### src/rtl/reg_bank_param.sv
// Parametrised register bank: two registered read ports with constant injection,
// one write port, optional zero register and a multi-cycle clear sequencer.
// Optional write-to-read forwarding is enabled by defining REGBANK_BYPASS_EN.
module reg_bank_param #(
  parameter int WIDTH   = 32,
  parameter int NREGS   = 16,
  parameter int AW      = $clog2(NREGS),
  parameter int ZERO_R0 = 1
) (
  input  logic             clock,
  input  logic             reset,
  input  logic             regwe,
  input  logic             selwreg,
  input  logic [WIDTH-1:0] inA,
  input  logic [WIDTH-1:0] aluin,
  input  logic [AW-1:0]    endwreg,
  input  logic [AW-1:0]    seloutA,
  input  logic [AW-1:0]    seloutB,
  input  logic             selcnstA,
  input  logic             selcnstB,
  input  logic [WIDTH-1:0] cnstA,
  input  logic [WIDTH-1:0] cnstB,
  input  logic             enrregA,
  input  logic             enrregB,
  input  logic             clr_req,
  output logic [WIDTH-1:0] outA,
  output logic [WIDTH-1:0] outB,
  output logic             busy,
  output logic             clr_done
);

  typedef enum logic {IDLE, CLEAR} state_t;

  localparam logic [AW-1:0] LAST = AW'(NREGS - 1);

  state_t            state, state_nxt;
  logic [AW-1:0]     cnt, cnt_nxt;
  logic              done_nxt;
  logic [WIDTH-1:0]  regs [NREGS];
  logic [WIDTH-1:0]  wr_data, rd_a, rd_b;
  logic              wr_en;

  assign wr_data = selwreg ? aluin : inA;
  // Writes are dropped while clearing and, with a zero register, to address 0.
  assign wr_en   = (state == IDLE) && regwe && !((ZERO_R0 != 0) && (endwreg == '0));
  assign busy    = (state == CLEAR);

  always_comb begin
    // NOTE: every output of a combinational block gets a default first so no latch is inferred.
    state_nxt = state;
    cnt_nxt   = cnt;
    done_nxt  = 1'b0;
    case (state)
      IDLE: begin
        if (clr_req) begin
          state_nxt = CLEAR;
          cnt_nxt   = '0;
        end
      end
      CLEAR: begin
        cnt_nxt = cnt + 1'b1;
        if (cnt == LAST) begin
          state_nxt = IDLE;
          done_nxt  = 1'b1;
        end
      end
      default: state_nxt = IDLE;
    endcase
  end

  // NOTE: sequential state uses non-blocking assignments so every flop samples pre-edge values.
  always_ff @(posedge clock or negedge reset) begin
    if (!reset) begin
      state    <= IDLE;
      cnt      <= '0;
      clr_done <= 1'b0;
    end else begin
      state    <= state_nxt;
      cnt      <= cnt_nxt;
      clr_done <= done_nxt;
    end
  end

  // NOTE: the array is reset because the bank must read as zero straight out of reset.
  always_ff @(posedge clock or negedge reset) begin
    if (!reset) begin
      for (int i = 0; i < NREGS; i++) regs[i] <= '0;
    end else if (state == CLEAR) begin
      regs[cnt] <= '0;
    end else if (wr_en) begin
      regs[endwreg] <= wr_data;
    end
  end

  always_comb begin
    rd_a = ((ZERO_R0 != 0) && (seloutA == '0)) ? '0 : regs[seloutA];
    rd_b = ((ZERO_R0 != 0) && (seloutB == '0)) ? '0 : regs[seloutB];
`ifdef REGBANK_BYPASS_EN
    if (wr_en && (seloutA == endwreg)) rd_a = wr_data;
    if (wr_en && (seloutB == endwreg)) rd_b = wr_data;
`endif
  end

  // Constant selection overrides both the array and any forwarded data.
  always_ff @(posedge clock or negedge reset) begin
    if (!reset) begin
      outA <= '0;
      outB <= '0;
    end else begin
      if (enrregA) outA <= selcnstA ? cnstA : rd_a;
      if (enrregB) outB <= selcnstB ? cnstB : rd_b;
    end
  end

endmodule

### config.mk
export PLATFORM = sky130hd
export DESIGN_NAME = reg_bank_param
export DESIGN_NICKNAME = d
export VERILOG_FILES = /design/src/rtl/reg_bank_param.sv
export SDC_FILE = /design/constraint.sdc
export NUM_CORES = 1
export LEC_CHECK = 0
export ABC_AREA = 1
export BUFFER_PORTS_ARGS = -buffer_cell sky130_fd_sc_hd__buf_2
export CAP_MARGIN = 0
export CORE_ASPECT_RATIO = 1.2
export CORE_MARGIN = 5
export CORE_UTILIZATION = 30
export CTS_CLUSTER_DIAMETER = 200
export DETAILED_ROUTE_END_ITERATION = 6
export HOLD_SLACK_MARGIN = 0.08
export PLACE_DENSITY = 0.56
export SLEW_MARGIN = 25
export SYNTH_ARGS = -nofsm -noshare
export SYNTH_HDL_FRONTEND = slang
export SYNTH_SLANG_ARGS = --single-unit
### constraint.sdc
create_clock -name clock -period 4.29 [get_ports clock]
set_input_delay 1.0725 -clock clock [delete_from_list [all_inputs] [get_ports clock]]
set_output_delay 1.0725 -clock clock [all_outputs]
set_load 0.03 [all_outputs]
==> flow_summary.toml <==
[clock_network]
root_buffer = "clkbuf_16"
cts_buffers = 61
postCtsSetupRepairBufs = 0
cts_hold_buffers = 0
clkTransAtPathRegs_ns = 0.06
htreeDepth = 2
tritoncts = "done"
clock_path_buffers = 3
clock-sinks = 582
clk-insertion-delay-late_ns = 0.66
post_cts_resized = 0

[routing]
drtPass1Iterations = 6
wire_per_inst_um = 23.54
wl_met2_um = 68670
top_layer = "met4"
m1WireLength_um = 56100
routed-wl-met3_um = 11830
ant_nets = 0
vias = 33668
drtIter0Drc = 3795
wl_um = 145400
drc = 0
viasPerCell = 5.451

[setup_path]
worstPathMaxFanout = 14
path_cells = "buf_2"
cp_slowest_cell = "dfrtp_1"
r2r_cells = 5
rrSetupSlack_ns = 1.66
cp.arrival_ns = 1.59
cp_slowest_stage_delay_ns = 0.65
r2r_start = "busy$_DFF_PN0_"
start_kind = "flip-flop"
worst-path-buf-inv = 1
crit_path_end_kind = "output port"
critPathRequiredTime_ns = 3.22
r2r-end = "regs[417]$_DFFE_PN0P_"
criticalPathCategory = "flip-flop to output port"
crit_family = "flip-flops"

[floorplanning]
die_h_um = 374.1
ios = 215
rows = 133
fp.dieArea_um2 = 117200
chipWidth_um = 313.4
core_area_um2 = 109700
start_util_pct = 30.22

[final_layout]
fin_area_um2 = 37440
nets = 4868
fillers = 11713
drive_above_1_share_pct = 10.22
syn_to_final_growth_pct = 12.99
utilization_pct = 34.14

[placed_design]
portBuffers = 214
postPlaceCellArea_um2 = 35470
hpwl_um = 83990
gp_congestion = 0.8580

[power]
power_density_nw_per_um2 = 483.2
leakagePower_nw = 19.92
power.total_w = 0.01809
switching_power_w = 0.006850
power_frac_comb_pct = 31.6
p_int_w = 0.01124
p_seq_share_pct = 38.4
p_clk_share_pct = 30.0
vdd_drop_max_v = 0.0003644
p_sw_share_pct = 37.87

[synthesis]
synthDistinctLibCells = 31
ys_seq_area_share_pct = 43.95
syn_area_um2 = 33140
synth-seq-cells = 582
syn_area_per_cell_um2 = 7.076
syn_inst = 4683
synth_nets = 4836
ys_warn_count = 0

[sta]
finalSetupViolations = 0
rsz0062_at_grt = "no"
worst_pin_slew_ns = 1.014
slew_headroom_pct = 32.39
period_share_pct = 62.10
final.setup.tns_ns = 0
clock_skew_ns = 0.02388
max_freq_ghz = 0.3753
drv_slew = 0
post-route-min-period_ns = 2.664
hold_violations = 0

[global_route]
groute.usage.overall_pct = 23.79
overflow = 0
grt_max_degree = 129
grt_pass1_vias = 32170
grt_pass1_wl_um = 214200
antenna_found_initial = 5

[flow_run]
max-cap-violations = 0

[run_status]
status = "finished, final reports clean"

[worst_hold_path]
hp-class = "input port to async pin"
placed cells by master (no fill, tap or decap):
cell / synthesis / final
inv_1: 594 / 590
buf_4: 28 / 104
mux2i_1: 32 / 32
nor3_2: 2 / 2
nand4_1: 2 / 2
inv_4: 0 / 2
clkbuf_8: 0 / 16
a21oi_1: 129 / 129
nor3_4: 1 / 1
a31oi_4: 0 / 2
ha_1: 4 / 4
a22o_1: 1 / 1
buf_8: 0 / 2
inv_8: 0 / 3
nor2_4: 1 / 6
buf_2: 219 / 209
inv_6: 0 / 1
dfrtp_1: 582 / 582
nand2_2: 3 / 20
nor2_2: 5 / 2
nor2_1: 114 / 112
diode_2: 0 / 3
clkbuf_1: 87 / 14
o21ai_4: 0 / 4
bufinv_16: 0 / 2
clkbuf_16: 0 / 63
o22ai_1: 384 / 384
a22oi_1: 32 / 32
nand3_2: 3 / 3
or2_1: 1 / 1
o21ai_0: 65 / 65
nand2_1: 1602 / 1585
clkinv_2: 0 / 9
nand3_1: 704 / 704
inv_2: 8 / 8
buf_12: 0 / 24
o31ai_4: 0 / 1
o21ai_1: 34 / 34
o21a_4: 2 / 2
routing by layer:
layer / up-vias / track usage [%]
li1: 15093 / -
met1: 16314 / 30.27
met2: 1852 / 39.67
met3: 409 / 2.945
met4: 0 / 12.41
met5: - / 0
how the worst max path moves through the flow:
stage,end,depth (start not counted),startpoint,slack (ns)
finish,busy,1,busy$_DFF_PN0_,1.63
floorplan,regs[437]$_DFFE_PN0P_,5,selwreg,2.08
global placement,outA[24]$_DFFE_PN0P_,10,seloutA[2],1.15
global route,busy,1,busy$_DFF_PN0_,1.56
detailed placement,outA[24]$_DFFE_PN0P_,10,seloutA[2],1.14
CTS,busy,1,busy$_DFF_PN0_,1.59
power groups by stage:
stage	clock, W	sequential (W)	combinational, W
final	0.00543	0.00694	0.00572
after floorplan	0	0.00707	0.00360
after global routing	0.00568	0.00704	0.00625
after CTS	0.00550	0.00693	0.00563
after global placement	0	0.00700	0.00554
after detailed placement	0	0.00703	0.00561
Yosys cell counts, drive strengths merged:
library cell	n	area, um2
nand2	1605	6032
nand3	707	3553
inv	602	2260
dfrtp	582	14560
o22ai	384	2402
buf	284	1610
a21oi	129	645.6
nor2	120	470.5
o21ai	103	530.5
clkbuf	87	326.6
a22oi	32	240.2
mux2i	32	320.3
ha	4	50.05
nor3	3	36.29
a31oi	2	25.02
nand4	2	12.51
o21a	2	30.03
a22o	1	8.760
o31ai	1	12.51
or2	1	6.260
registers in the layout, indices dropped and copies added, names as in the netlist:
signal,cells
busy,1
clr_done,1
cnt,4
outA,32
outB,32
regs,512
final cells by class:
class | count | area, um2 | area share (%)
inverters | 602 | 2280 | 6.089
repair buffers | 340 | 2351 | 6.279
flip-flops and latches | 582 | 14560 | 38.90
diodes | 3 | 7.507 | 0.02005
well taps | 1417 | 1773 | 4.735
clock buffers | 92 | 1836 | 4.902
multi-input cells | 3128 | 14510 | 38.74
clock inverters | 13 | 125.1 | 0.3342
kinds of logic (layout without fill, tap and decap cells):
logic type / after synthesis / after routing / share of synthesized area [%]
simple gates: 2438 / 2438 / 30.51
buf+inv: 973 / 1047 / 12.66
compound gates: 654 / 654 / 11.75
flops: 582 / 582 / 43.95
mux: 32 / 32 / 0.9666
fa+ha+maj: 4 / 4 / 0.1510
other cells: 0 / 3 / 0
per-stage QoR:
stage | hold WS [ns] | instances | setup WS, ns
3_5_place_dp | 0.4729 | 6069 | 1.140
6_report | 0.4526 | 6177 | 1.626
3_3_place_gp | 0.4660 | 6069 | 1.154
4_1_cts | 0.4630 | 6174 | 1.586
5_1_grt | 0.4917 | 6174 | 1.557
2_1_floorplan | 0.4530 | 4683 | 2.084
Power figures use the tool's default switching activity.
